File: src/rtl/snake_pkg.sv
// Shared encodings and helpers for the snake game control block.
package snake_pkg;

  localparam logic [2:0] ST_START = 3'b001;
  localparam logic [2:0] ST_PLAY  = 3'b010;
  localparam logic [2:0] ST_END   = 3'b100;

  localparam logic [15:0] LFSR_SEED = 16'hACE1;
  // Galois mask for x^16 + x^14 + x^13 + x^11 + 1 (right-shifting form)
  localparam logic [15:0] LFSR_TAPS = 16'hB400;

  localparam int DEF_GRID_W       = 40;
  localparam int DEF_GRID_H       = 30;
  localparam int DEF_BONUS_PERIOD = 5;

  typedef enum logic [2:0] {
    S_START = ST_START,
    S_PLAY  = ST_PLAY,
    S_END   = ST_END
  } game_state_t;

  function automatic logic [15:0] lfsr_next(input logic [15:0] s);
    return {1'b0, s[15:1]} ^ (s[0] ? LFSR_TAPS : 16'h0000);
  endfunction

endpackage

File: src/rtl/key_debounce.sv
// Two-flop synchronizer plus stability counter; emits a one-cycle press when the
// accepted level goes high->low. Event lags the raw edge by sync + DEBOUNCE_CYCLES + 1.
module key_debounce #(
  parameter int DEBOUNCE_CYCLES = 1_000_000
) (
  input  logic clk,
  input  logic rst_n,
  input  logic key_n,
  output logic press
);

  localparam int CW = $clog2(DEBOUNCE_CYCLES + 1);

  logic          sync_a;
  logic          sync_b;
  logic          level;
  logic [CW-1:0] cnt;

  always_ff @(posedge clk or negedge rst_n) begin
    if (!rst_n) begin
      sync_a <= 1'b1;
      sync_b <= 1'b1;
      level  <= 1'b1;
      cnt    <= '0;
      press  <= 1'b0;
    end else begin
      sync_a <= key_n;
      sync_b <= sync_a;
      press  <= 1'b0;
      // Any sample that agrees with the accepted level restarts the count.
      if (sync_b != level) begin
        if (cnt == CW'(DEBOUNCE_CYCLES - 1)) begin
          level <= sync_b;
          cnt   <= '0;
          press <= ~sync_b;
        end else begin
          cnt <= cnt + CW'(1);
        end
      end else begin
        cnt <= '0;
      end
    end
  end

endmodule

File: src/rtl/snake_game_ctrl.sv
// Snake game control: start-key debounce, START/PLAY/END sequencing, eat/collision detection
// and LFSR apple placement. All outputs registered; status follows its trigger by one cycle.
module snake_game_ctrl
  import snake_pkg::*;
#(
  parameter int DEBOUNCE_CYCLES   = 1_000_000,
  parameter int END_HOLD_CYCLES   = 150_000_000,
  parameter int BODY_PULSE_CYCLES = 4,
  parameter int GRID_W            = DEF_GRID_W,
  parameter int GRID_H            = DEF_GRID_H,
  parameter int BONUS_PERIOD      = DEF_BONUS_PERIOD
) (
  input  logic       Clk_50mhz,
  input  logic       Rst_n,
  input  logic       Key_start_n,
  input  logic       Step_tick,
  input  logic [5:0] Head_x,
  input  logic [4:0] Head_y,
  input  logic       Hit_wall,
  input  logic       Hit_body,
  output logic [2:0] Game_status,
  output logic       Body_add_sig,
  output logic       Apple_type,
  output logic [5:0] Apple_x,
  output logic [4:0] Apple_y,
  output logic       Apple_valid
);

  localparam int PW = $clog2(BODY_PULSE_CYCLES + 1);
  localparam int EW = (BONUS_PERIOD > 1) ? $clog2(BONUS_PERIOD) : 1;
  localparam int HW = $clog2(END_HOLD_CYCLES + 1);

  localparam logic [5:0] HOME_X   = 6'(GRID_W / 2 + 10);
  localparam logic [4:0] HOME_Y   = 5'(GRID_H / 2);
  localparam logic [5:0] MID_X    = 6'(GRID_W / 2);
  localparam logic [4:0] MID_Y    = 5'(GRID_H / 2);
  localparam logic [6:0] GRID_W_L = 7'(GRID_W);
  localparam logic [5:0] GRID_H_L = 6'(GRID_H);

  game_state_t   state;
  logic          press;
  logic [15:0]   lfsr;
  logic [EW-1:0] eat_cnt;
  logic [EW-1:0] eat_nxt;
  logic [PW-1:0] pulse_cnt;
  logic [HW-1:0] end_cnt;
  logic [3:0]    search_cnt;
  logic          searching;
  logic          pending_type;

  logic          hit;
  logic          eat;
  logic [5:0]    cand_x;
  logic [4:0]    cand_y;
  logic          cand_ok;
  logic          mid_is_head;

  key_debounce #(
    .DEBOUNCE_CYCLES(DEBOUNCE_CYCLES)
  ) u_key_start (
    .clk  (Clk_50mhz),
    .rst_n(Rst_n),
    .key_n(Key_start_n),
    .press(press)
  );

  assign Game_status = state;
  assign hit         = Hit_wall | Hit_body;
  // Apple_valid is low during the pulse and the search, so late ticks never re-eat.
  assign eat         = (state == S_PLAY) && Step_tick && !hit && Apple_valid &&
                       (Head_x == Apple_x) && (Head_y == Apple_y);
  assign eat_nxt     = (eat_cnt == EW'(BONUS_PERIOD - 1)) ? '0 : eat_cnt + EW'(1);

  assign cand_x      = lfsr[5:0];
  assign cand_y      = lfsr[12:8];
  assign cand_ok     = ({1'b0, cand_x} < GRID_W_L) && ({1'b0, cand_y} < GRID_H_L) &&
                       !((cand_x == Head_x) && (cand_y == Head_y));
  assign mid_is_head = (Head_x == MID_X) && (Head_y == MID_Y);

  always_ff @(posedge Clk_50mhz or negedge Rst_n) begin
    if (!Rst_n) begin
      state        <= S_START;
      lfsr         <= LFSR_SEED;
      eat_cnt      <= '0;
      pulse_cnt    <= '0;
      end_cnt      <= '0;
      search_cnt   <= '0;
      searching    <= 1'b0;
      pending_type <= 1'b0;
      Body_add_sig <= 1'b0;
      Apple_type   <= 1'b0;
      Apple_x      <= HOME_X;
      Apple_y      <= HOME_Y;
      Apple_valid  <= 1'b1;
    end else begin
      lfsr <= lfsr_next(lfsr);
      case (state)
        S_START: begin
          if (press) begin
            state        <= S_PLAY;
            Apple_x      <= HOME_X;
            Apple_y      <= HOME_Y;
            Apple_type   <= 1'b0;
            Apple_valid  <= 1'b1;
            eat_cnt      <= '0;
            Body_add_sig <= 1'b0;
            searching    <= 1'b0;
          end
        end
        S_PLAY: begin
          if (Step_tick && hit) begin
            // Collision wins over eating and cancels any pulse or search in flight.
            state        <= S_END;
            end_cnt      <= '0;
            Body_add_sig <= 1'b0;
            pulse_cnt    <= '0;
            searching    <= 1'b0;
            Apple_valid  <= 1'b1;
          end else if (eat) begin
            Body_add_sig <= 1'b1;
            pulse_cnt    <= '0;
            Apple_valid  <= 1'b0;
            eat_cnt      <= eat_nxt;
            pending_type <= (eat_nxt == EW'(BONUS_PERIOD - 1));
          end else if (Body_add_sig) begin
            if (pulse_cnt == PW'(BODY_PULSE_CYCLES - 1)) begin
              Body_add_sig <= 1'b0;
              searching    <= 1'b1;
              search_cnt   <= '0;
            end else begin
              pulse_cnt <= pulse_cnt + PW'(1);
            end
          end else if (searching) begin
            if (cand_ok) begin
              Apple_x     <= cand_x;
              Apple_y     <= cand_y;
              Apple_type  <= pending_type;
              Apple_valid <= 1'b1;
              searching   <= 1'b0;
            end else if (search_cnt == 4'd15) begin
              Apple_x     <= mid_is_head ? 6'd0 : MID_X;
              Apple_y     <= mid_is_head ? 5'd0 : MID_Y;
              Apple_type  <= pending_type;
              Apple_valid <= 1'b1;
              searching   <= 1'b0;
            end else begin
              search_cnt <= search_cnt + 4'd1;
            end
          end
        end
        S_END: begin
          if (press || (end_cnt == HW'(END_HOLD_CYCLES - 1))) begin
            state <= S_START;
          end else begin
            end_cnt <= end_cnt + HW'(1);
          end
        end
        default: state <= S_START;
      endcase
    end
  end

endmodule

File: config.mk
export PLATFORM = sky130hd
export DESIGN_NAME = snake_game_ctrl
export DESIGN_NICKNAME = d
export VERILOG_FILES = /design/src/rtl/snake_pkg.sv /design/src/rtl/key_debounce.sv /design/src/rtl/snake_game_ctrl.sv
export SDC_FILE = /design/constraint.sdc
export NUM_CORES = 1
export LEC_CHECK = 0
export ABC_AREA = 1
export ABC_CLOCK_PERIOD_IN_PS = 2700
export BUFFER_PORTS_ARGS = -buffer_cell sky130_fd_sc_hd__buf_2
export CAP_MARGIN = 20
export CORE_AREA = 2 2 123 125
export DETAILED_ROUTE_END_ITERATION = 6
export DIE_AREA = 0 0 125 127
export SLEW_MARGIN = 20
export SYNTH_ARGS = -nofsm -noshare
export SYNTH_HDL_FRONTEND = slang
export SYNTH_SLANG_ARGS = --single-unit
File: constraint.sdc
create_clock -name Clk_50mhz -period 2.7 [get_ports Clk_50mhz]
set_input_delay 0.54 -clock Clk_50mhz [delete_from_list [all_inputs] [get_ports Clk_50mhz]]
set_output_delay 0.54 -clock Clk_50mhz [all_outputs]
set_load 0.05 [all_outputs]
; Word-level counts from Yosys, hierarchy flattened
; Cells that the tools add are included.
[totals]
ff_bits = 97
latch_bits = 0
ramBits = 0
romBits = 0
input_bits = 17
output_inout_bits = 17
memories = 0
[op_classes]
addsub = 5
multipliers = 0
div = 0
n_lt_le_gt_ge = 2
eq_ne = 35
shift = 0
n_mux = 73
n_bitwise = 5
reduce_logical = 28
[op_table]
columns = operator, count
row1 = two-way mux 28 bit, 2
row2 = case mux 28 bit (2 select lines), 1
row3 = two-way mux 6 bit, 7
row4 = two-way mux 20 bit, 2
row5 = two-way mux 5 bit, 8
row6 = two-way mux 3 bit, 11
row7 = "adder 28 x 1 -> 28 bit, second input constant", 1
row8 = "== test 28 bit, second input constant", 1
row9 = two-way mux 1 bit, 27
row10 = two-way mux 4 bit, 6
row11 = "adder 20 x 1 -> 20 bit, second input constant", 1
row12 = "== test 20 bit, second input constant", 1
row13 = "inequality test 2 bit, second input constant", 9
row14 = two-way mux 16 bit, 1
row15 = bitwise XOR 15 x 16 -> 16 bit, 1
row16 = AND reduction 7 bit, 2
row17 = == test 6 bit, 2
row18 = case mux 6 bit (2 select lines), 1
row19 = AND reduction 3 bit, 4
row20 = == test 5 bit, 2
row21 = logical AND 1 bit, 10
row22 = case mux 5 bit (2 select lines), 1
row23 = "== test 3 bit, second input constant", 3
row24 = case mux 3 bit (3 select lines), 1
row25 = other kinds (27), 43

; Logic depth before layout (Yosys ltp)
; Gate-level depths: netlist of the first run.
[logic_depth]
depth_word = 10
ltp_mapped = 13
ltp_nobuf = 13

; By module
; From an unflattened synthesis of the first run, not the netlist that was laid out.
[unflattened]
cells_unflattened = 736
area_unflattened_um2 = 5689.2
[modules_own_cells]
columns = mod, instances, cells_each, area_each_um2, seq_area_each_um2
row1 = snake_game_ctrl, 1, 572, 4335.4, 1849.3
row2 = key_debounce, 1, 164, 1353.8, 604.3

; Worst setup path after synthesis of the first run
; Ideal clock, no wire load.
[synth_timing]
path_type = reg-to-reg
startpoint = register state[0] (netlist: Game_status[0])
endpoint = register Apple_y[4]
setup_time_ns = 0.119
t_arrival_ns = 1.806
slack_ns = 0.775
stages_incl_launch_ff = 13
synth_period_minus_slack_ns = 1.925
path_cell_list = dfstp_2 inv_1 nor3_2 inv_1 nand2_1 nand2_1 clkinv_1 nand2_1 a21oi_1 nand3_2 clkbuf_4 nand3_1 nand2_1
[synth_via]
elab_chain_len = 8
word_cells_on_any_way = 16
classes_between = 8 x eq/ne / 1 x mux / 7 x reduce/logical
[synth_rtl]
columns = element, line_no
row1 = from (decl), snake_game_ctrl.sv:40  ; game_state_t state;
row2 = from (signal assigned), snake_game_ctrl.sv:82  ; state <= S_START;
row3 = from (signal assigned), snake_game_ctrl.sv:100  ; state <= S_PLAY;
row4 = from (signal assigned), snake_game_ctrl.sv:113  ; state <= S_END;
row5 = == test 3 x 2 -> 1 bit, "snake_game_ctrl.sv:70, snake_game_ctrl.sv:97"
row6 = logical AND 1 bit (4 in a row), snake_game_ctrl.sv:70  ; assign eat = (state == S_PLAY) && Step_tick && !hit && Apple_valid &&
row7 = logical AND 1 bit, snake_game_ctrl.sv:71  ; (Head_x == Apple_x) && (Head_y == Apple_y);
row8 = inequality test 2 bit (no line), --
row9 = AND reduction 7 bit (no line), --
row10 = to (signal assigned), snake_game_ctrl.sv:136  ; Apple_y <= cand_y;
row11 = to (signal assigned), snake_game_ctrl.sv:142  ; Apple_y <= mid_is_head ? 5'd0 : MID_Y;
row12 = to (decl), snake_game_ctrl.sv:25  ; output logic [4:0] Apple_y,
; Parallel ways exist; a longest one is shown, timed or not.
; A chain may end at the register's enable or synchronous reset.

; Worst setup path in the final report of the first run
[layout_timing]
startpoint = register end_cnt[0]
endpoint = register end_cnt[20]
[layout_via]
elab_chain_len = 4
word_cells_on_any_way = 7
classes_between = 1 x add/sub / 2 x eq/ne / 2 x mux / 2 x reduce/logical
[layout_rtl]
columns = element, line_no
row1 = from (decl), snake_game_ctrl.sv:46  ; logic [HW-1:0] end_cnt;
row2 = from (signal assigned), snake_game_ctrl.sv:155  ; end_cnt <= end_cnt + HW'(1);
row3 = "parallel branches: the longest is 4 deep, another holds adder 28 x 1 -> 28 bit", --
; Parallel ways; which one is timed is not known. The select of a mux whose other input is x is not followed.

==> impl_metrics.py, run 1 <==
metrics = {
    "floorplanning": {
        "dieWidth_um": 125,
        "ios": 34,
        "start_util": 0.389,
        "fp.dieH_um": 127,
        "fp-row-count": 44,
        "dieArea_um2": 15900,
        "core_um2": 14400,
    },
    "sta": {
        "fin_ws_ns": 0.451,
        "relSlewSlack": 0.345,
        "finalHoldViolations": 0,
        "tightest_slew_ns": 0.983,
        "finalSetupViolations": 0,
        "setup-tns-final_ns": 0,
        "slew_violations": 0,
        "period_minus_slack_ns": 2.25,
        "rsz0062_at_grt": "false",
        "fin_worst_skew_ns": 0.0103,
        "fmax_ghz": 0.445,
        "finalCritPeriodShare": 0.833,
    },
    "clock_network": {
        "cts_root_buffer": "clkbuf_16",
        "clkLatencyLatePin_ns": 0.36,
        "ctsHoldBuffers": 0,
        "clkTransAtPathRegs_ns": 0.07,
        "clock_tree.buffer_depth": 2,
        "clock_sinks": 97,
        "numCtsBuffers": 9,
        "h-tree-depth": 3,
        "postCtsSetupRepairBufs": 0,
        "cts_tree": "yes",
        "postCtsResizedCells": 0,
    },
    "route": {
        "drt_iter0_markers": 352,
        "drc_errors": 0,
        "dr_wl_met3_um": 441,
        "via_count": 4677,
        "detail_route.wl_per_cell_um": 12.9,
        "postRouteAntennaNets": 0,
        "first_pass_iters": 5,
        "drt_wl_total_mm": 12.4,
        "top_layer_used": "met4",
        "viasPerCell": 4.88,
        "wl_met1_mm": 6.29,
        "wl_met2_mm": 5.49,
    },
    "synth": {
        "syn_avg_cell_area_um2": 7.64,
        "syn_nets": 758,
        "ys_top_cells_by_count": "nand2_1, nor2_1, dfrtp_1, inv_1, nand3_1",
        "synth_top_area_share": 0.339,
        "synth_area_leader_cell": "dfrtp_1",
        "ys_ff_latch": 97,
        "synth_top_family_by_area": "simple AND/OR/NAND/NOR gates",
        "yosys.area_share.simple": 0.369,
        "synthFlopType": "dfrtp_1",
        "ys_top_cells_by_area": "dfrtp_1, nand2_1, dfstp_2",
        "synthesis.instances": 734,
        "muxShareOfSynthArea": 0.00179,
        "ys_warn_count": 0,
        "ys_seq_area_frac": 0.438,
        "synth_cell_types": 44,
        "synth-async-reset-ratio": 1.00,
        "synthAdderAreaFrac": 0.0156,
        "synth-edff-count": 0,
        "synthMostInstantiatedCell": "nand2_1",
        "synth-compound-area-share": 0.0346,
        "synth.cell_area_um2": 5600,
        "synthXorXnorAreaFrac": 0.0735,
    },
    "setup_path": {
        "worst_ep_required_time_ns": 2.99,
        "reg2reg_setup_slack_ns": 0.45,
        "r2r_end": "end_cnt[20]$_DFFE_PN0P_",
        "slowest_stage": "a21oi_1",
        "cpMostUsedCell": "nand2_1",
        "rr_worst_depth": 10,
        "arrival_ns": 2.54,
        "critPathCaptureType": "flop",
        "setup.worst_path.start_class": "flop",
        "crit_type": "flop to flop",
        "path_max_fanout": 12,
        "timing.rr.start": "end_cnt[0]$_DFFE_PN0P_",
        "path_cells": "ha_1 > nand2_1 > inv_2 > nand2_2 > nor4_2 > nand4_1 > nand3_2 > a21oi_1 > nand2_1 > nand2_1",
        "cpPeakStageDelay_ns": 0.78,
    },
    "global_route": {
        "antenna_found_initial": 0,
        "grt_start_max_net_pins": 46,
        "grt_overflow": 0,
        "grt_pass1_wl_mm": 21.7,
        "grt.total_usage": 0.166,
        "grt_pass1_vias": 4490,
    },
    "placed_design": {
        "dp.cells": 943,
        "io_buffers": 33,
        "dp_hpwl_mm": 9.12,
        "dpl_worst_slack_ns": 0.433,
        "place_congestion": 0.907,
    },
    "power": {
        "ir_worst_vdd_uv": 295,
        "power.total_mw": 3.27,
        "leakage_nw": 2.88,
        "pwr_density_cell_nw_per_um2": 519,
    },
    "run_status": {
        "status": "finished clean",
    },
    "finish": {
        "drive_above_1_share": 0.141,
        "n_antenna_cell": 0,
        "finalNetCount": 794,
        "layout.cells.non_filler": 959,
        "area_growth_pct": 12.2,
    },
    "run": {
        "cap_violations": 0,
    },
    "hold_path": {
        "hold_class": "input pin to asynchronous set/reset pin",
    },
}
[per-stage QoR]
stage	cell area [um^2]	hold WS, ns	util
2_1_floorplan	5600	0.244	-
3_3_place_gp	5970	0.347	0.414
3_5_place_dp	5970	0.348	0.414
4_1_cts	6290	0.167	0.436
5_1_grt	6290	0.187	0.436
6_report	6290	0.156	0.436
[cells in the final DEF (no fill, tap or decap), types with 2 or more instances in the layout]
| master | count |
|---|---|
| o21ai_1 | 4 |
| nor2_4 | 2 |
| nor3_1 | 30 |
| nor3b_1 | 3 |
| nor4_1 | 3 |
| nand3_2 | 3 |
| buf_4 | 4 |
| nand4_1 | 16 |
| ha_1 | 7 |
| xor2_1 | 28 |
| o22ai_1 | 2 |
| nor3_2 | 6 |
| nand2_1 | 221 |
| o21ai_0 | 11 |
| clkinv_1 | 2 |
| inv_6 | 2 |
| dfstp_2 | 21 |
| nand2_2 | 6 |
| nor2_1 | 83 |
| inv_2 | 3 |
| or2_1 | 2 |
| dfrtp_1 | 76 |
| xnor2_1 | 19 |
| or2_2 | 5 |
| inv_1 | 75 |
| clkbuf_16 | 10 |
| nor2_2 | 2 |
| nor4_2 | 4 |
| a21oi_1 | 13 |
| clkinv_2 | 2 |
| nand3_1 | 63 |
| buf_2 | 32 |
[critical path, delay by kind of cell, from the launching register on]
family,cells,cell delay (ns)
compound gates,1,0.78
fa+ha+maj,1,0.24
buf+inv,1,0.05
flops,1,0.43
simple gates,7,0.68
[sequential cells by signal, indices dropped and copies added, names as in the netlist]
signal / count
Apple_type: 1
Apple_valid: 1
Apple_x: 6
Apple_y: 5
Body_add_sig: 1
Game_status: 3
eat_cnt: 3
end_cnt: 28
lfsr: 16
pending_type: 1
pulse_cnt: 3
search_cnt: 4
searching: 1
u_key_start.cnt: 20
u_key_start.level: 1
u_key_start.press: 1
u_key_start.sync_a: 1
u_key_start.sync_b: 1
[area by class of cell]
class,instances,area (um^2)
fillers,1485,8140
multi-input cells,545,2770
flip-flops and latches,97,2450
inverters,80,300
clock buffers,11,264
well taps,184,230
repair buffers,37,210
clock inverters,5,57.6
[how the worst max path moves through the flow]
stage                               start                 endpoint  slack, ns  cells past startpoint
2_1_floorplan  Game_status[0]$_DFFE_PN1P_   Apple_y[4]$_DFFE_PN0P_       0.78                     12
3_3_place_gp                    Head_x[0]   Apple_y[3]$_DFFE_PN1P_       0.46                      7
3_5_place_dp                    Head_x[0]   Apple_y[3]$_DFFE_PN1P_       0.43                      7
4_1_cts            end_cnt[0]$_DFFE_PN0P_  end_cnt[20]$_DFFE_PN0P_       0.41                     10
5_1_grt            end_cnt[0]$_DFFE_PN0P_  end_cnt[25]$_DFFE_PN0P_       0.18                     10
6_report           end_cnt[0]$_DFFE_PN0P_  end_cnt[20]$_DFFE_PN0P_       0.45                     10
[routing by layer]
| layer | global-route usage | up-vias |
|---|---|---|
| met5 | 0 | - |
| met4 | 0.0497 | 0 |
| met3 | 0.0331 | 13 |
| met2 | 0.255 | 83 |
| met1 | 0.240 | 2166 |
| li1 | - | 2415 |
[kinds of logic (layout without fill, tap and decap cells)]
| kind of cell | Yosys count | in the layout |
|---|---|---|
| AO/OA/AOI/OAI | 35 | 35 |
| XOR/XNOR | 47 | 47 |
| adder cells (fa/ha/maj) | 7 | 7 |
| buffers and inverters | 92 | 133 |
| flip-flops | 97 | 97 |
| multiplexers | 1 | 1 |
| AND/OR/NAND/NOR | 455 | 455 |
[power breakdown]
group	internal [mW]	leakage, nW	total [mW]	switching, mW
sequential	1.52	1.27	1.55	0.0352
combinational	0.0946	1.44	0.341	0.246
clock	0.803	0.161	1.37	0.570
total	2.41	2.88	3.27	0.852
Power figures use the tool's default switching activity.
==> inputs of run 2 (changes only) <==
--- a/config.mk
+++ b/config.mk
@@ -6,7 +6,7 @@
 export NUM_CORES = 1
 export LEC_CHECK = 0
 export ABC_AREA = 1
-export ABC_CLOCK_PERIOD_IN_PS = 2700
+export ABC_CLOCK_PERIOD_IN_PS = 2200
 export BUFFER_PORTS_ARGS = -buffer_cell sky130_fd_sc_hd__buf_2
 export CAP_MARGIN = 20
 export CORE_AREA = 2 2 123 125
==> constraint.sdc (replaced) <==
create_clock -name Clk_50mhz -period 2.2 [get_ports Clk_50mhz]
set_input_delay 0.44 -clock Clk_50mhz [delete_from_list [all_inputs] [get_ports Clk_50mhz]]
set_output_delay 0.44 -clock Clk_50mhz [all_outputs]
set_load 0.05 [all_outputs]
==> run 2 against run 1 <==
  * Clock skew down 0.0044 ns
  * Critical endpoint is now end_cnt[2]$_DFFE_PN0P_
  * Register-to-register slack worse by 0.22 ns
  * Sequential share of layout area down 0.30 points
  * Worst setup slack worse by 0.22 ns
  * Flip-flop and latch count unchanged
  * Final cell count up 0.94%
  * Non-clock buffer count up 9
  * Via count down 1.4%
  * Die area unchanged
==> impl_metrics.py, run 2 (synthesis results as in run 1) <==
metrics = {
    "run_status": {
        "status": "finished clean",
    },
    "global_route": {
        "antenna_found_initial": 0,
        "grt_start_max_net_pins": 98,
        "grt_pass1_wl_mm": 21.7,
        "grt_overflow": 0,
        "grt_pass1_vias": 4395,
        "grt.total_usage": 0.166,
    },
    "route": {
        "via_count": 4611,
        "first_pass_iters": 4,
        "drt_wl_total_mm": 12.4,
        "detail_route.wl_per_cell_um": 12.8,
        "postRouteAntennaNets": 0,
        "drt_iter0_markers": 345,
        "drc_errors": 0,
        "viasPerCell": 4.76,
    },
    "floorplanning": {
        "start_util": 0.389,
        "dieArea_um2": 15900,
        "ios": 34,
        "core_um2": 14400,
        "dieWidth_um": 125,
        "fp-row-count": 44,
        "fp.dieH_um": 127,
    },
    "clock_network": {
        "cts_tree": "yes",
        "h-tree-depth": 3,
        "postCtsSetupRepairBufs": 0,
        "numCtsBuffers": 9,
        "clock_tree.buffer_depth": 2,
        "cts_root_buffer": "clkbuf_16",
        "clock_sinks": 97,
        "clkTransAtPathRegs_ns": 0.06,
        "clkLatencyLatePin_ns": 0.35,
    },
    "placed_design": {
        "dpl_worst_slack_ns": 0.142,
        "dp_hpwl_mm": 9.16,
        "place_congestion": 0.882,
        "io_buffers": 33,
    },
    "setup_path": {
        "worst_ep_required_time_ns": 2.49,
        "path_max_fanout": 28,
        "setup.worst_path.start_class": "flop",
        "critPathCaptureType": "flop",
        "crit_type": "flop to flop",
        "reg2reg_setup_slack_ns": 0.23,
        "arrival_ns": 2.25,
    },
    "sta": {
        "finalCritPeriodShare": 0.895,
        "finalHoldViolations": 0,
        "fin_ws_ns": 0.231,
        "relSlewSlack": 0.626,
        "fin_worst_skew_ns": 0.00596,
        "finalSetupViolations": 0,
        "fmax_ghz": 0.508,
        "rsz0062_at_grt": "false",
        "slew_violations": 0,
        "setup-tns-final_ns": 0,
        "period_minus_slack_ns": 1.97,
        "tightest_slew_ns": 0.561,
    },
    "finish": {
        "area_growth_pct": 13.1,
        "final_common_cell": "nand2_1",
        "largest_register_ffs": 28,
        "final_cell_mix": "nand2_1, nor2_1, dfrtp_1, inv_1, nand3_1",
        "finalNetCount": 803,
        "reg.largest.list": "end_cnt (28), u_key_start.cnt (20), lfsr (16)",
        "n_antenna_cell": 0,
        "largest-register": "end_cnt",
        "finish.utilization": 0.439,
        "drive_above_1_share": 0.151,
    },
    "power": {
        "leakage_nw": 2.90,
        "pwr_density_cell_nw_per_um2": 613,
        "ir_worst_vdd_uv": 391,
        "power.total_mw": 3.88,
    },
    "hold_path": {
        "hold_class": "input pin to asynchronous set/reset pin",
    },
    "run": {
        "cap_violations": 0,
    },
}
run 2: cell types whose count changed in the layout (fill, tap and decap cells not counted):
cell | before | now
buf_4 | 4 | 13
clkinv_2 | 2 | 0
a21oi_1 | 13 | 12
a21oi_2 | 0 | 1
bufinv_16 | 1 | 0
clkbuf_1 | 0 | 1
clkinv_4 | 0 | 1
clkinvlp_4 | 0 | 1
inv_4 | 0 | 1
inv_6 | 2 | 1
run 2: stage by stage:
step / instance area (um^2) / hold slack [ns] / std cells
after floorplan: 5600 / 0.144 / 734
after global placement: 6030 / 0.346 / 952
after detailed placement: 6030 / 0.348 / 952
after CTS: 6330 / 0.156 / 968
after global routing: 6340 / 0.173 / 968
final: 6340 / 0.110 / 968
run 2: what timing repair did:
item	CTS	global route
endpoints found under the setup margin	0	11
hold buffers	0	0
resized for setup	0	1
run 2: final cells by class:
cell class                 instances  area (um^2)
timing repair buffer              46          278
fill                            1485         8090
multi-input combinational        545         2780
inverter                          80          300
clock buffer                      12          268
clock inverter                     4         31.3
tap                              184          230
sequential                        97         2450
run 2: per-layer routing:
metal / share of wire / track usage
met3: 0.033 / 0.0318
met4: 0.016 / 0.0562
met2: 0.46 / 0.259
met5: 0 / 0
met1: 0.49 / 0.234
run 2: critical path, stage by stage, from the launching register on:
cell	delay [ns]
dfrtp_1	0.42
nand2_1	0.07
inv_1	0.07
nand2_1	0.08
nor3_1	0.29
nand4_1	0.19
nand3_2	0.12
buf_4	0.13
nand2_4	0.15
nand2_8	0.21
nand2_1	0.08
nand2_1	0.06
run 2: worst paths after layout:
kind,from,to,depth (start not counted)
worst max-delay path,end_cnt[22]$_DFFE_PN0P_,end_cnt[2]$_DFFE_PN0P_,11
worst min-delay path,Rst_n,end_cnt[3]$_DFFE_PN0P_,2
worst max register to register,end_cnt[22]$_DFFE_PN0P_,end_cnt[2]$_DFFE_PN0P_,11
worst min register to register,u_key_start.sync_a$_DFF_PN1_,u_key_start.sync_b$_DFF_PN1_,0
max in group asynchronous,Rst_n,lfsr[7]$_DFF_PN1_,2
min in group Clk_50mhz,Key_start_n,u_key_start.sync_a$_DFF_PN1_,1
run 2: where the power goes:
part	total [mW]	internal [mW]	switching, mW
clock	1.55	0.873	0.676
sequential	1.91	1.86	0.0436
combinational	0.429	0.124	0.305
total	3.88	2.86	1.02
